`src/rtl/fb_pkg.sv`:
```
// fb_pkg: framebuffer geometry, widths, clear-FSM states
// and the linear address helper shared by the arbiter slice.
package fb_pkg;

  localparam int FB_W        = 200;
  localparam int FB_H        = 150;
  localparam int SCALE_SHIFT = 2;
  localparam int ADDR_W      = 15;
  localparam int COLOR_W     = 12;
  localparam int FB_WORDS    = FB_W * FB_H;

  typedef enum logic {
    CLR_IDLE = 1'b0,
    CLR_BUSY = 1'b1
  } clr_state_t;

  function automatic logic [ADDR_W-1:0] fb_addr(
    input logic [ADDR_W-1:0] x,
    input logic [ADDR_W-1:0] y
  );
    return y * ADDR_W'(FB_W) + x;
  endfunction

endpackage

```
`src/rtl/fb_scan_arbiter_if.sv`:
```
// fb_scan_arbiter_if: two valid/ready pixel writers.
// master = game-logic side, slave = arbiter side.
interface fb_scan_arbiter_if;
  import fb_pkg::*;

  logic               wr0_valid;
  logic               wr0_ready;
  logic [7:0]         wr0_x;
  logic [7:0]         wr0_y;
  logic [COLOR_W-1:0] wr0_data;

  logic               wr1_valid;
  logic               wr1_ready;
  logic [7:0]         wr1_x;
  logic [7:0]         wr1_y;
  logic [COLOR_W-1:0] wr1_data;

  modport master (
    output wr0_valid, wr0_x, wr0_y, wr0_data,
    output wr1_valid, wr1_x, wr1_y, wr1_data,
    input  wr0_ready, wr1_ready
  );

  modport slave (
    input  wr0_valid, wr0_x, wr0_y, wr0_data,
    input  wr1_valid, wr1_x, wr1_y, wr1_data,
    output wr0_ready, wr1_ready
  );

endinterface

```
`src/rtl/fb_rr_arbiter.sv`:
```
// fb_rr_arbiter: 2-way round-robin grant in free slots.
// Ports: clk, rst_n, req[1:0], slot_free -> gnt[1:0].
module fb_rr_arbiter (
  input  logic       clk,
  input  logic       rst_n,
  input  logic [1:0] req,
  input  logic       slot_free,
  output logic [1:0] gnt
);

  // last writer granted; reset to 1 so wr0 wins
  // the first tie
  logic last;

  always_comb begin
    gnt = 2'b00;
    if (slot_free) begin
      unique case (1'b1)
        (req == 2'b11): gnt = last ? 2'b01 : 2'b10;
        (req == 2'b01): gnt = 2'b01;
        (req == 2'b10): gnt = 2'b10;
        default:        gnt = 2'b00;
      endcase
    end
  end

  // a grant is a transfer: ready == gnt, valid held
  always_ff @(posedge clk or negedge rst_n) begin
    if (!rst_n) begin
      last <= 1'b1;
    end else if (gnt[0]) begin
      last <= 1'b0;
    end else if (gnt[1]) begin
      last <= 1'b1;
    end
  end

endmodule

```
`src/rtl/fb_scan_arbiter.sv`:
```
// fb_scan_arbiter: single-port framebuffer shared by 4x scan-out
// and two writers; optional clear engine under FB_CLEAR_EN.
module fb_scan_arbiter
  import fb_pkg::*;
(
  input  logic               clk,
  input  logic               reset_n,
  input  logic [9:0]         pixel_x,
  input  logic [9:0]         pixel_y,
  output logic [3:0]         fb_r,
  output logic [3:0]         fb_g,
  output logic [3:0]         fb_b,
  fb_scan_arbiter_if.slave   wr,
  input  logic               clear_start,
  input  logic [COLOR_W-1:0] clear_color,
  output logic               clear_busy,
  output logic               ram_en,
  output logic               ram_we,
  output logic [ADDR_W-1:0]  ram_addr,
  output logic [COLOR_W-1:0] ram_wdata,
  input  logic [COLOR_W-1:0] ram_rdata
);

  localparam logic [9:0] BLANK = 10'h3FF;
  localparam logic [9:0] W10   = 10'(FB_W);
  localparam logic [9:0] H10   = 10'(FB_H);
  localparam logic [7:0] W8    = 8'(FB_W);
  localparam logic [7:0] H8    = 8'(FB_H);

  logic [9:0] fx;
  logic [9:0] fy;
  logic       vis;
  logic       disp;

  assign fx   = pixel_x >> SCALE_SHIFT;
  assign fy   = pixel_y >> SCALE_SHIFT;
  assign vis  = (pixel_x != BLANK) && (pixel_y != BLANK)
              && (fx < W10) && (fy < H10);
  assign disp = reset_n && vis
              && (pixel_x[SCALE_SHIFT-1:0] == '0);

  // stage 1 remembers what the slot at T was,
  // stage 2 acts on it when ram_rdata is valid
  logic               s1_load;
  logic               s1_zero;
  logic [COLOR_W-1:0] pix_q;

  always_ff @(posedge clk or negedge reset_n) begin
    if (!reset_n) begin
      s1_load <= 1'b0;
      s1_zero <= 1'b1;
      pix_q   <= '0;
    end else begin
      s1_load <= disp;
      s1_zero <= !vis;
      if (s1_load) begin
        pix_q <= ram_rdata;
      end else if (s1_zero) begin
        pix_q <= '0;
      end
    end
  end

  assign fb_r = pix_q[11:8];
  assign fb_g = pix_q[7:4];
  assign fb_b = pix_q[3:0];

  logic               clr_wr;
  logic [ADDR_W-1:0]  clr_cnt;
  logic [COLOR_W-1:0] clr_col;

`ifdef FB_CLEAR_EN
  clr_state_t st;

  assign clr_wr     = (st == CLR_BUSY) && !disp;
  assign clear_busy = (st == CLR_BUSY);

  always_ff @(posedge clk or negedge reset_n) begin
    if (!reset_n) begin
      st      <= CLR_IDLE;
      clr_cnt <= '0;
      clr_col <= '0;
    end else begin
      unique case (st)
        CLR_IDLE: begin
          if (clear_start) begin
            st      <= CLR_BUSY;
            clr_cnt <= '0;
            clr_col <= clear_color;
          end
        end
        CLR_BUSY: begin
          if (clr_wr) begin
            clr_cnt <= clr_cnt + 1'b1;
            if (clr_cnt == ADDR_W'(FB_WORDS - 1)) begin
              st <= CLR_IDLE;
            end
          end
        end
        default: st <= CLR_IDLE;
      endcase
    end
  end
`else
  logic unused_clr;

  assign unused_clr = ^{clear_start, clear_color};
  assign clr_wr     = 1'b0;
  assign clr_cnt    = '0;
  assign clr_col    = '0;
  assign clear_busy = 1'b0;
`endif

  logic       slot_free;
  logic [1:0] gnt;

  assign slot_free = reset_n && !disp && !clear_busy;

  fb_rr_arbiter u_rr (
    .clk       (clk),
    .rst_n     (reset_n),
    .req       ({wr.wr1_valid, wr.wr0_valid}),
    .slot_free (slot_free),
    .gnt       (gnt)
  );

  assign wr.wr0_ready = gnt[0];
  assign wr.wr1_ready = gnt[1];

  logic [7:0]         wx;
  logic [7:0]         wy;
  logic [COLOR_W-1:0] wd;
  logic               w_hit;

  assign wx    = gnt[1] ? wr.wr1_x    : wr.wr0_x;
  assign wy    = gnt[1] ? wr.wr1_y    : wr.wr0_y;
  assign wd    = gnt[1] ? wr.wr1_data : wr.wr0_data;
  // off-buffer writes are accepted but dropped
  assign w_hit = (|gnt) && (wx < W8) && (wy < H8);

  always_comb begin
    ram_en    = 1'b0;
    ram_we    = 1'b0;
    ram_addr  = '0;
    ram_wdata = '0;
    unique case (1'b1)
      disp: begin
        ram_en   = 1'b1;
        ram_addr = fb_addr(ADDR_W'(fx), ADDR_W'(fy));
      end
      clr_wr: begin
        ram_en    = 1'b1;
        ram_we    = 1'b1;
        ram_addr  = clr_cnt;
        ram_wdata = clr_col;
      end
      w_hit: begin
        ram_en    = 1'b1;
        ram_we    = 1'b1;
        ram_addr  = fb_addr(ADDR_W'(wx), ADDR_W'(wy));
        ram_wdata = wd;
      end
      default: ;
    endcase
  end

endmodule

```
`src/flat_wrapper.sv`:
```
// flat-port wrapper written by rule: the top's interface ports become plain ports
module fb_scan_arbiter_flat import fb_pkg::*;
  (clk, reset_n, pixel_x, pixel_y, fb_r, fb_g, fb_b, clear_start, clear_color, clear_busy, ram_en, ram_we, ram_addr, ram_wdata, ram_rdata, wr_wr0_valid, wr_wr0_x, wr_wr0_y, wr_wr0_data, wr_wr1_valid, wr_wr1_x, wr_wr1_y, wr_wr1_data, wr_wr0_ready, wr_wr1_ready);
  fb_scan_arbiter_if wr_i ();
  input  logic clk;
  input  logic reset_n;
  input  logic [9:0] pixel_x;
  input  logic [9:0] pixel_y;
  output logic [3:0] fb_r;
  output logic [3:0] fb_g;
  output logic [3:0] fb_b;
  input  logic clear_start;
  input  logic [COLOR_W-1:0] clear_color;
  output logic clear_busy;
  output logic ram_en;
  output logic ram_we;
  output logic [ADDR_W-1:0] ram_addr;
  output logic [COLOR_W-1:0] ram_wdata;
  input  logic [COLOR_W-1:0] ram_rdata;
  input wire logic [$bits(wr_i.wr0_valid)-1:0] wr_wr0_valid;
  input wire logic [$bits(wr_i.wr0_x)-1:0] wr_wr0_x;
  input wire logic [$bits(wr_i.wr0_y)-1:0] wr_wr0_y;
  input wire logic [$bits(wr_i.wr0_data)-1:0] wr_wr0_data;
  input wire logic [$bits(wr_i.wr1_valid)-1:0] wr_wr1_valid;
  input wire logic [$bits(wr_i.wr1_x)-1:0] wr_wr1_x;
  input wire logic [$bits(wr_i.wr1_y)-1:0] wr_wr1_y;
  input wire logic [$bits(wr_i.wr1_data)-1:0] wr_wr1_data;
  output wire logic [$bits(wr_i.wr0_ready)-1:0] wr_wr0_ready;
  output wire logic [$bits(wr_i.wr1_ready)-1:0] wr_wr1_ready;
  assign wr_i.wr0_valid = wr_wr0_valid;
  assign wr_i.wr0_x = wr_wr0_x;
  assign wr_i.wr0_y = wr_wr0_y;
  assign wr_i.wr0_data = wr_wr0_data;
  assign wr_i.wr1_valid = wr_wr1_valid;
  assign wr_i.wr1_x = wr_wr1_x;
  assign wr_i.wr1_y = wr_wr1_y;
  assign wr_i.wr1_data = wr_wr1_data;
  assign wr_wr0_ready = wr_i.wr0_ready;
  assign wr_wr1_ready = wr_i.wr1_ready;
  fb_scan_arbiter u_core (.clk(clk), .reset_n(reset_n), .pixel_x(pixel_x), .pixel_y(pixel_y), .fb_r(fb_r), .fb_g(fb_g), .fb_b(fb_b), .wr(wr_i), .clear_start(clear_start), .clear_color(clear_color), .clear_busy(clear_busy), .ram_en(ram_en), .ram_we(ram_we), .ram_addr(ram_addr), .ram_wdata(ram_wdata), .ram_rdata(ram_rdata));
endmodule
```
`config.mk`:
```
export PLATFORM = sky130hd
export DESIGN_NAME = fb_scan_arbiter_flat
export DESIGN_NICKNAME = d
export VERILOG_FILES = /design/src/rtl/fb_pkg.sv /design/src/rtl/fb_scan_arbiter_if.sv /design/src/rtl/fb_rr_arbiter.sv /design/src/rtl/fb_scan_arbiter.sv /design/src/flat_wrapper.sv
export SDC_FILE = /design/constraint.sdc
export NUM_CORES = 1
export LEC_CHECK = 0
export ABC_AREA = 0
export CELL_PAD_IN_SITES_DETAIL_PLACEMENT = 0
export CELL_PAD_IN_SITES_GLOBAL_PLACEMENT = 2
export CORE_MARGIN = 2
export CORE_UTILIZATION = 38
export DETAILED_ROUTE_END_ITERATION = 7
export DONT_BUFFER_PORTS = 1
export PLACE_DENSITY = 0.95
export SLEW_MARGIN = 20
export SYNTH_ARGS = -nofsm -noshare
export SYNTH_HDL_FRONTEND = slang
export SYNTH_SLANG_ARGS = --single-unit
export TNS_END_PERCENT = 20
```
`constraint.sdc`:
```
create_clock -name clk -period 30.8 [get_ports clk]
set_clock_uncertainty 0.1 [all_clocks]
set_input_delay 9.24 -clock clk [delete_from_list [all_inputs] [get_ports clk]]
set_output_delay 9.24 -clock clk [all_outputs]
set_load 0.03 [all_outputs]
```
==> results.json, run 1 <==
{
  "outcome": "finished, final reports clean",
  "syn_area_um2": 3050,
  "overflow": 0,
  "cts_tree": "built",
  "post_cts_buffers": 0,
  "startpoint_type": "primary input",
  "synthTopCellsByCount": "ha_1, nand2_1, inv_1",
  "syn_avg_cell_area_um2": 7.99,
  "critPathKind": "in -> out",
  "io_buffers": 0,
  "cts_hold_buf": 0,
  "yosysTopAreaCell": "ha_1",
  "wl_per_cell_um": 15.5,
  "m1WireLength_um": 3160,
  "cp-end-kind": "output pin",
  "post-dp-hpwl_um": 6540,
  "peakVddDrop_v": 0.0000205,
  "core_um2": 7770,
  "vias": 2559,
  "worst_hold_slack_ns": 0.415,
  "antenna_found_initial": 0,
  "synth_edf_count": 0,
  "tightestPinTransition_ns": 0.995,
  "power_density_nw_per_um2": 48.3,
  "setup_tns_ns": 0,
  "cts.clk_slew.worst_paths_ns": 0.06,
  "totalWireLength_um": 7420,
  "grt_pass1_vias": 2418,
  "cts_buffer_depth": 2,
  "post-route-period-util": 0.769,
  "final_util": 0.409,
  "ys_top_cells_by_area": "ha_1, dfrtp_1, nand2_1, xnor2_1, fa_1",
  "setup_viol": 0,
  "drc": 0,
  "root_buffer": "clkbuf_8",
  "cts_sinks": 15,
  "dr_wl_met3_um": 538,
  "final_area_um2": 3180,
  "grt_first_pass_wirelength_um": 11600,
  "clk_latency_ns": 0.24,
  "drive_gt1_frac": 0.0479,
  "synth_cell_type_count": 48,
  "synth_flop_cell": "dfrtp_1",
  "synthesis.nets": 565,
  "layout.nets": 560,
  "timing.final.hold_violations": 0,
  "die_area_um2": 8770,
  "drtIter0Drc": 40,
  "min_period_ns": 23.69,
  "async_flop_share": 1.00,
  "row_count": 32,
  "max_freq_mhz": 42.2,
  "ys_ff_latch": 15,
  "slew_headroom": 0.329,
  "crit_fanout": 25,
  "h-tree-depth": 1,
  "synth_top_area_frac": 0.287,
  "synth-seq-area-share": 0.124,
  "vias_per_cell": 5.35,
  "die_w_um": 93.6,
  "dieHeight_um": 93.6,
  "ys_warn_count": 0,
  "grt_start_max_net_pins": 29,
  "drv_slew": 0,
  "ant_nets": 0,
  "drv_cap": 0,
  "synthCells": 382,
  "crit_arrival_ns": 14.35,
  "required_ns": 21.46,
  "rsz0062_at_grt": "false",
  "wl_met2_um": 3610,
  "cts_resized": 0,
  "initial_core_util": 0.393,
  "antenna_cells": 0,
  "placed_cell_area_um2": 3130,
  "ios": 149,
  "numCtsBuffers": 3,
  "hold_path.class": "reg -> reg",
  "grt.total_usage": 0.162,
  "syn_to_final_growth_pct": 4.14,
  "highest_layer": "met4",
  "first_pass_iters": 4,
  "place_congestion": 0.812,
  "p_leak_nw": 1.61
}
power breakdown:
group          leakage, nW  total (mW)  switching, mW  internal, mW
clock network       0.0217      0.0157        0.00667       0.00906
registers            0.200      0.0235        0.00226        0.0212
logic                 1.39       0.114         0.0693        0.0450
registers in the layout (all words and copies together), names as in the netlist:
| register | cells |
|---|---|
| u_core.pix_q | 12 |
| u_core.s1_load | 1 |
| u_core.s1_zero | 1 |
| u_core.u_rr.last | 1 |
final cells by class:
class | count | area [um2]
Tap cell | 102 | 128
Multi-Input combinational cell | 321 | 2480
Timing Repair Buffer | 2 | 15.0
Clock inverter | 1 | 7.51
Clock buffer | 3 | 41.3
Fill cell | 809 | 4590
Inverter | 34 | 128
Sequential cell | 15 | 378
layout by cell type (no fill, tap or decap), types with 4 or more instances in the layout:
master and instances:
a21oi_1 28, mux2i_1 4, o21bai_1 5, fa_1 8, a22o_1 12, nor3_1 4
nand2_1 70, xnor2_1 20, xor2_1 9, ha_1 70, o22ai_1 10, dfrtp_1 13
o21ai_0 15, nor2_1 20, a211oi_1 4, nand3_1 5, inv_1 33
per-layer routing:
layer  track usage  vias to the layer above
met4        0.0302                        0
li1              -                     1311
met1         0.200                     1146
met2         0.294                       92
met5             0                        -
met3        0.0330                       10
metrics by stage:
stage	total power, mW	worst slack (ns)	cells
after detailed placement	0.138	7.09	474
final	0.154	7.11	478
after floorplan	0.120	7.61	382
after global placement	0.136	7.10	474
after CTS	0.155	7.06	478
after global routing	0.171	6.68	478
worst max-delay path, cell delays in order:
cell,delay (ns)
inv_1,0.10
ha_1,0.19
nand2_1,0.07
o211ai_2,0.28
o21ai_2,0.12
inv_2,0.41
mux2i_2,0.32
inv_1,0.12
ha_1,0.31
ha_1,0.31
fa_1,0.46
ha_1,0.36
a211oi_1,0.31
nor2_1,0.10
xnor2_1,0.17
nor4_1,0.33
nand4b_1,0.18
xnor3_1,0.37
o22ai_1,0.58
kinds of logic (layout without fill, tap and decap cells):
kind of cell / after synthesis / after routing / share of synthesized area
adders and majority gates: 78 / 78 / 0.339
DFF: 15 / 15 / 0.124
and+or+nand+nor: 118 / 118 / 0.166
xor gates and xnor gates: 31 / 31 / 0.0980
other: 1 / 1 / 0.00123
muxes: 6 / 6 / 0.0225
AOI/OAI and AO/OA: 87 / 87 / 0.184
buffers and inverters: 46 / 40 / 0.0643
path summary, 6_finish.rpt:
kind	from	endpoint	slack, ns	cells after the start
max in group asynchronous	reset_n	u_core.u_rr.last	21.84	0
setup reg to reg	u_core.s1_load	u_core.pix_q[2]	29.24	2
hold reg to reg	u_core.u_rr.last	u_core.u_rr.last	0.42	2
hold / removal	u_core.u_rr.last	u_core.u_rr.last	0.42	2
setup / recovery	pixel_y[8]	ram_addr[14]	7.11	19
min in group asynchronous	reset_n	u_core.pix_q[5]	8.59	0
Note: power is estimated with default switching activity, not from simulation.
==> run 2, diff against run 1 <==
--- a/config.mk
+++ b/config.mk
@@ -9,10 +9,10 @@
 export CELL_PAD_IN_SITES_DETAIL_PLACEMENT = 0
 export CELL_PAD_IN_SITES_GLOBAL_PLACEMENT = 2
 export CORE_MARGIN = 2
-export CORE_UTILIZATION = 38
+export CORE_UTILIZATION = 32
 export DETAILED_ROUTE_END_ITERATION = 7
 export DONT_BUFFER_PORTS = 1
-export PLACE_DENSITY = 0.95
+export PLACE_DENSITY = 0.9
 export SLEW_MARGIN = 20
 export SYNTH_ARGS = -nofsm -noshare
 export SYNTH_HDL_FRONTEND = slang
==> constraint.sdc (replaced) <==
create_clock -name clk -period 20.4 [get_ports clk]
set_clock_uncertainty 0.1 [all_clocks]
set_input_delay 6.12 -clock clk [delete_from_list [all_inputs] [get_ports clk]]
set_output_delay 6.12 -clock clk [all_outputs]
set_load 0.03 [all_outputs]
==> results.json, run 2 (same netlist as run 1, synthesis figures left out) <==
{
  "overflow": 0,
  "cts_tree": "built",
  "vias": 2582,
  "io_buffers": 0,
  "p_total_uw": 233,
  "first_pass_iters": 4,
  "internal_power_uw": 114,
  "cts_sinks": 15,
  "syn_to_final_growth_pct": 5.25,
  "dieHeight_um": 102,
  "drc": 0,
  "h-tree-depth": 1,
  "cts_hold_buf": 0,
  "required_ns": 14.18,
  "fillers": 968,
  "power_density_nw_per_um2": 72.5,
  "post-dp-hpwl_um": 6810,
  "setup_tns_ns": 0,
  "power_switching_uw": 119,
  "grt.total_usage": 0.142,
  "setup_slack_ns": 2.65,
  "cts.clk_slew.worst_paths_ns": 0.06,
  "setup_viol": 0,
  "largest_register_ffs": 12,
  "antenna_cells": 0,
  "post_cts_buffers": 0,
  "grt_pass1_vias": 2501,
  "clk_latency_ns": 0.24,
  "tightestPinTransition_ns": 1.09,
  "post-route-period-util": 0.870,
  "cp-end-kind": "output pin",
  "rsz0062_at_grt": "false",
  "startpoint_type": "primary input",
  "die_w_um": 102,
  "wl_per_cell_um": 15.5,
  "grt_start_max_net_pins": 30,
  "final_area_um2": 3210,
  "place_congestion": 0.817,
  "root_buffer": "clkbuf_8",
  "timing.final.hold_violations": 0,
  "die_area_um2": 10300,
  "totalWireLength_um": 7810,
  "drive_gt1_frac": 0.0479,
  "regArea_um2": 378,
  "ios": 149,
  "outcome": "finished, final reports clean",
  "crit_arrival_ns": 11.53,
  "cts_resized": 0,
  "cts_buffer_depth": 2,
  "antenna_found_initial": 0,
  "grt_first_pass_wirelength_um": 11700,
  "pwr-share-comb": 0.745,
  "core_um2": 9240,
  "drtIter0Drc": 55,
  "ant_nets": 0,
  "layout.nets": 560,
  "hold_path.class": "reg -> reg",
  "critPathKind": "in -> out",
  "p_leak_nw": 1.61,
  "seq_power_share": 0.152,
  "max_freq_mhz": 56.3,
  "slew_headroom": 0.265,
  "switching_share": 0.511,
  "numCtsBuffers": 3,
  "multiInputGateArea_um2": 2480,
  "min_period_ns": 17.75,
  "dpl_worst_slack_ns": 2.67,
  "vias_per_cell": 5.11,
  "drv_slew": 0,
  "initial_core_util": 0.330,
  "placed_cell_area_um2": 3160,
  "layout_common_cells": "nand2_1, ha_1, inv_1",
  "drv_cap": 0,
  "crit_fanout": 29,
  "peakVddDrop_v": 0.0000298,
  "largest_register": "u_core.pix_q",
  "power_frac_clock": 0.103,
  "row_count": 35
}
run 2: cell counts in the layout (fill, tap and decap cells not counted):
No cell type changed its count.
run 2: critical path, stage by stage:
cell and delay, ns:
inv_1 0.11, ha_1 0.18, nand2_1 0.07, o211ai_2 0.27, o21ai_2 0.09, buf_4 0.25
inv_2 0.44, mux2i_2 0.33, inv_1 0.13, ha_1 0.31, ha_1 0.31, fa_1 0.48
ha_1 0.36, a211oi_1 0.30, nor2_1 0.11, xnor2_1 0.18, nor4_1 0.34, nand4b_1 0.19
xnor3_1 0.38, o22ai_1 0.57
run 2: layout make-up:
cell class,instances,area share
Multi-Input combinational cell,321,0.773
Sequential cell,15,0.118
Tap cell,129,0.0502
Inverter,34,0.0397
Clock buffer,3,0.0129
Timing Repair Buffer,2,0.00467
Clock inverter,1,0.00234
run 2: worst paths after layout:
| path | slack [ns] | from | depth (start not counted) | to |
|---|---|---|---|---|
| max | 2.65 | pixel_y[8] | 20 | ram_addr[14] |
| min | 0.40 | u_core.u_rr.last | 2 | u_core.u_rr.last |
| max reg2reg | 18.80 | u_core.s1_load | 2 | u_core.pix_q[9] |
| min reg2reg | 0.40 | u_core.u_rr.last | 2 | u_core.u_rr.last |
| max in group asynchronous | 14.56 | reset_n | 0 | u_core.u_rr.last |
| min in group asynchronous | 5.47 | reset_n | 0 | u_core.pix_q[5] |
run 2: metal layers:
layer	track usage	wire (um)	vias up
li1	-	-	1314
met1	0.161	3210	1163
met2	0.267	3870	97
met3	0.0345	633	8
met4	0.0301	90	0
met5	0	0	-
run 2: stage by stage:
stage / cells / utilization / hold WS [ns]
final: 505 / 0.348 / 0.398
after global routing: 505 / 0.348 / 0.426
after CTS: 505 / 0.348 / 0.404
after detailed placement: 501 / 0.342 / 0.396
after global placement: 501 / 0.342 / 0.374
after floorplan: 382 / - / 0.362
run 2: power groups by stage:
| stage | Combinational [mW] | Clock (mW) | Sequential, mW |
|---|---|---|---|
| after floorplan | 0.145 | 0 | 0.0355 |
| after global placement | 0.171 | 0 | 0.0359 |
| after detailed placement | 0.174 | 0 | 0.0360 |
| after CTS | 0.175 | 0.0252 | 0.0355 |
| after global routing | 0.195 | 0.0266 | 0.0358 |
| final | 0.173 | 0.0240 | 0.0355 |
==> edit 1: new RTL, config.mk and constraints of run 2 <==
Set the package constant `COLOR_W` to 18 (it was 12).
--- a/src/rtl/fb_pkg.sv
+++ b/src/rtl/fb_pkg.sv
@@ -7,5 +7,5 @@
   localparam int SCALE_SHIFT = 2;
   localparam int ADDR_W      = 15;
-  localparam int COLOR_W     = 12;
+  localparam int COLOR_W     = 18;
   localparam int FB_WORDS    = FB_W * FB_H;
 
Interface: changed (5 resized); port bits go from 149 to 179. The function was not compared with the original's and may differ.
==> edit 1 against run 2 <==
- die area is 10% higher
- wire length is 10% higher
- sequential cell count stayed put
- critical endpoint is now ram_addr[12]
- power is 8.0% higher
- hold slack better by 0.040 ns
- non-clock buffer count is 1 higher
- sequential share of layout area is 1.1 points lower
- final area is 11% higher
- clock power is 5% lower
- synthesized area is 11% higher
- setup slack better by 0.68 ns
- final cell count is 3.4% higher
==> edit 1: results (changes against run 2) <==
* Fraction of area in registers at 0.106 (-0.0113)
* Routability-driven placement congestion ratio at 0.821 (+0.50%)
* GRT met2 Usage at 0.272 (+0.00537)
* Total wire length at 8.59 mm (+10%)
* Post-DP HPWL at 7.74 mm (+14%)
* Outcome: finished, final reports clean
* Vias in the first global route at 2648 (+5.9%)
* Clk_buf instances at 3 (unchanged)
* Count of multi-input gates at 327 (+1.9%)
* Plain + repair buffers at 3 (+1)
* Slew @ Worst Pin at 0.853 ns (-0.237 ns)
* Mapped Nets at 598 (+5.8%)
* Met3 track demand over resource at 0.0371 (+0.00258)
* DR top layer: met4
* Final Hold Slack at 0.438 ns (+0.0396 ns)
* Met3 wire length at 717 µm (+13%)
* Peak VDD IR at 33.2 µV (+12%)
* Met1 track demand over resource at 0.160 (-0.000521)
* Inverters excl. clock at 37 (+8.8%)
* CP startpoint: pixel_x[5]
* Total track usage at 0.144 (+0.00233)
* ANT cells at 0 (unchanged)
* Clock tree cell share of total cell area at 0.0130 (-0.00216)
* Signal buf overhead at 0.00634 (+0.00166)
* Vias per inst at 5.36 (+4.8%)
* Metal2 WL at 4.34 mm (+12%)
* Layout Nets at 594 (+6.1%)
* CP Capture Point: ram_addr[12]
* Iteration-0 DRC Markers at 52 (-5.5%)
* Layout cells sized above 1 at 0.0648 (+0.0169)
* Crit path DAT at 10.85 ns (-0.68 ns)
* Max FFs per register at 12 (unchanged)
* PostCTS Resize Cnt at 0 (unchanged)
* Metal-1 WL at 3.39 mm (+5.5%)
* Reg-to-reg slack, setup at 18.81 ns (about the same)
* Fillers at 1099 (+14%)
* Crit path max fanout at 7 (-76%)
* Hold Path Cell Cnt at 2 (unchanged)
* Synth unique cells at 58 (+21%)
* Top post-synthesis cells by area: ha_1 (26%), dfrtp_1 (9.6%), mux2i_1 (7.4%)
* Multi-input combinational area share at 0.787 (+0.0148)
* Post-synth top cells: ha_1 (70), nor2_1 (39), inv_1 (37)
* Static Leakage at 1.80 nW (+12%)
* FF-to-FF End: u_core.pix_q[8]
* Global-route wire length before repair at 13.2 mm (+13%)
-- edit 1: changes by cell type in the layout (fill, tap and decap cells not counted), moves of 4 or more --
| cell | change |
|---|---|
| a211o_1 | +4 |
| a21o_1 | +6 |
| a21oi_1 | -16 |
| inv_1 | +4 |
| mux2_1 | +5 |
| mux2_2 | +5 |
| mux2i_1 | +21 |
| nand2_1 | -56 |
| nor2_1 | +19 |
| o21ai_0 | -4 |
| o21ai_1 | +7 |
-- edit 1: power by group --
part,switching [mW],total (mW),internal (mW)
clock,0.00929,0.0228,0.0135
combinational,0.115,0.193,0.0782
sequential,0.00370,0.0357,0.0320
total,0.128,0.252,0.124
-- edit 1: cells by family (layout without fill, tap and decap cells) --
logic type | count (synthesis) | count (layout) | share of synthesized area
AO/OA/AOI/OAI | 95 | 95 | 0.204
other | 1 | 1 | 0.00111
buffers and inverters | 49 | 44 | 0.0625
flip-flops | 15 | 15 | 0.112
multiplexers | 35 | 35 | 0.107
XOR/XNOR | 27 | 27 | 0.0698
AND/OR/NAND/NOR | 91 | 91 | 0.137
adder cells (fa/ha/maj) | 78 | 78 | 0.306
-- edit 1: through the flow --
stage               setup slack, ns  area [µm²]  std cells
finish                         3.33        3550        522
global route                   3.03        3550        522
CTS                            3.23        3550        522
detailed placement             3.23        3510        518
global placement               3.30        3510        518
floorplan                      3.75        3390        391
-- edit 1: worst max-delay path: cells and delay by family --
| family | cells | cell delay (ns) |
|---|---|---|
| AO/OA/AOI/OAI | 5 | 1.48 |
| XOR/XNOR | 1 | 0.08 |
| adder cells (fa/ha/maj) | 4 | 1.52 |
| multiplexers | 1 | 0.41 |
| AND/OR/NAND/NOR | 4 | 1.23 |
==> edit 2: new RTL, settings of run 2 <==
Made on the original files. Build with the macro `FB_CLEAR_EN` defined.
--- a/src/rtl/fb_scan_arbiter.sv
+++ b/src/rtl/fb_scan_arbiter.sv
@@ -1,4 +1,6 @@
 // fb_scan_arbiter: single-port framebuffer shared by 4x scan-out
 // and two writers; optional clear engine under FB_CLEAR_EN.
+`define FB_CLEAR_EN
+
 module fb_scan_arbiter
   import fb_pkg::*;
Check against the original RTL: not equivalent (Yosys sat finds a counterexample within 4 cycles, from zero or initial values and one cycle with reset_n low).
==> edit 2 against run 2 <==
- synthesized cell count rose by 40%
- final cell count increased by 40%
- sequential cell count rose by 28
- non-clock buffer count unchanged
- wire length increased by 49%
- final area rose by 56%
- power grew 82%
- largest power group unchanged
- setup slack better by 0.022 ns
- sequential share of layout area rose by 9.8 points
- synthesized area is 54% higher
==> edit 2: results (changes against run 2) <==
* Post-DP HPWL at 9.47 mm (+39%)
* Iteration-0 DRC Markers at 219 (+300%)
* Power in the clock group at 0.0922 mW (+280%)
* CTS buffer count at 5 (+2)
* Worst skew pair latency at 0.29 ns (+0.05 ns)
* Total track usage at 0.144 (+0.00241)
* Layout cells sized above 1 at 0.101 (+0.0535)
* Max H-tree Level at 2 (+1)
* Routability-driven placement congestion ratio at 0.847 (+3.6%)
* Slew @ Worst Pin at 0.992 ns (-0.0980 ns)
* Top post-synthesis cells by area: dfrtp_1 (22%), ha_1 (19%), nand2_1 (6.2%)
* Total wire length at 11.6 mm (+49%)
* Peak VDD IR at 33.8 µV (+13%)
* Layout Nets at 706 (+26%)
* Via count at 3763 (+46%)
* Synth unique cells at 58 (+21%)
* Adder-cell share of the synthesized area at 0.223 (-0.116)
* Design Power at 0.424 mW (+82%)
* Average cell area after synthesis at 8.78 µm² (+9.8%)
* Setup WS pre-CTS at 2.69 ns (+0.0133 ns)
* Synth Area in XOR/XNOR at 0.0600 (-0.0380)
* Sequential power share at 0.281 (+0.129)
* Crit path max fanout at 32 (+10%)
* Outcome: finished, final reports clean
* Global-route wire length before repair at 18.8 mm (+61%)
* Crit path DAT at 11.50 ns (-0.03 ns)
* Synth Area in Compound Gates at 0.192 (+0.00769)
[edit 2: final timing paths]
kind,cells past startpoint,startpoint,end,slack [ns]
min in group asynchronous,0,reset_n,u_core.clr_cnt[9],5.42
hold reg to reg,2,u_core.clr_col[10],u_core.clr_col[10],0.38
max in group asynchronous,0,reset_n,u_core.u_rr.last,14.59
setup / recovery,17,pixel_y[8],ram_addr[14],2.68
setup reg to reg,5,u_core.clear_busy,u_core.u_rr.last,17.81
hold / removal,2,u_core.clr_col[10],u_core.clr_col[10],0.38
[edit 2: cell families after synthesis]
kind of cell             Yosys count
flip-flops                        43
buffers and inverters             58
AO/OA/AOI/OAI                    120
adder cells (fa/ha/maj)           79
multiplexers                      30
AND/OR/NAND/NOR                  176
XOR/XNOR                          29
[edit 2: per-layer routing]
metal / GRT usage / routed length, µm
met5: 0 / 0
met4: 0.0281 / 125
met3: 0.0218 / 791
met2: 0.240 / 5450
met1: 0.200 / 5240
[edit 2: critical path, stage by stage]
cell and delay, ns:
inv_1 0.11, ha_1 0.16, o21ai_1 0.09, o22ai_2 0.32
o21a_2 0.87, mux2_2 0.47, ha_1 0.32, ha_1 0.32
fa_1 0.47, ha_1 0.38, o21ai_0 0.25, o21ai_0 0.18
a221oi_2 0.39, nand4b_1 0.14, xnor3_1 0.37, nor2_1 0.16
a221o_1 0.37
[edit 2: cell type report]
| class | count | area (µm²) | share of cell area |
|---|---|---|---|
| Inverter | 36 | 135 | 0.0270 |
| Multi-Input combinational cell | 434 | 3380 | 0.674 |
| Timing Repair Buffer | 2 | 15.0 | 0.00300 |
| Clock buffer | 5 | 125 | 0.0250 |
| Clock inverter | 3 | 46.3 | 0.00925 |
| Sequential cell | 43 | 1080 | 0.215 |
| Tap cell | 184 | 230 | 0.0460 |
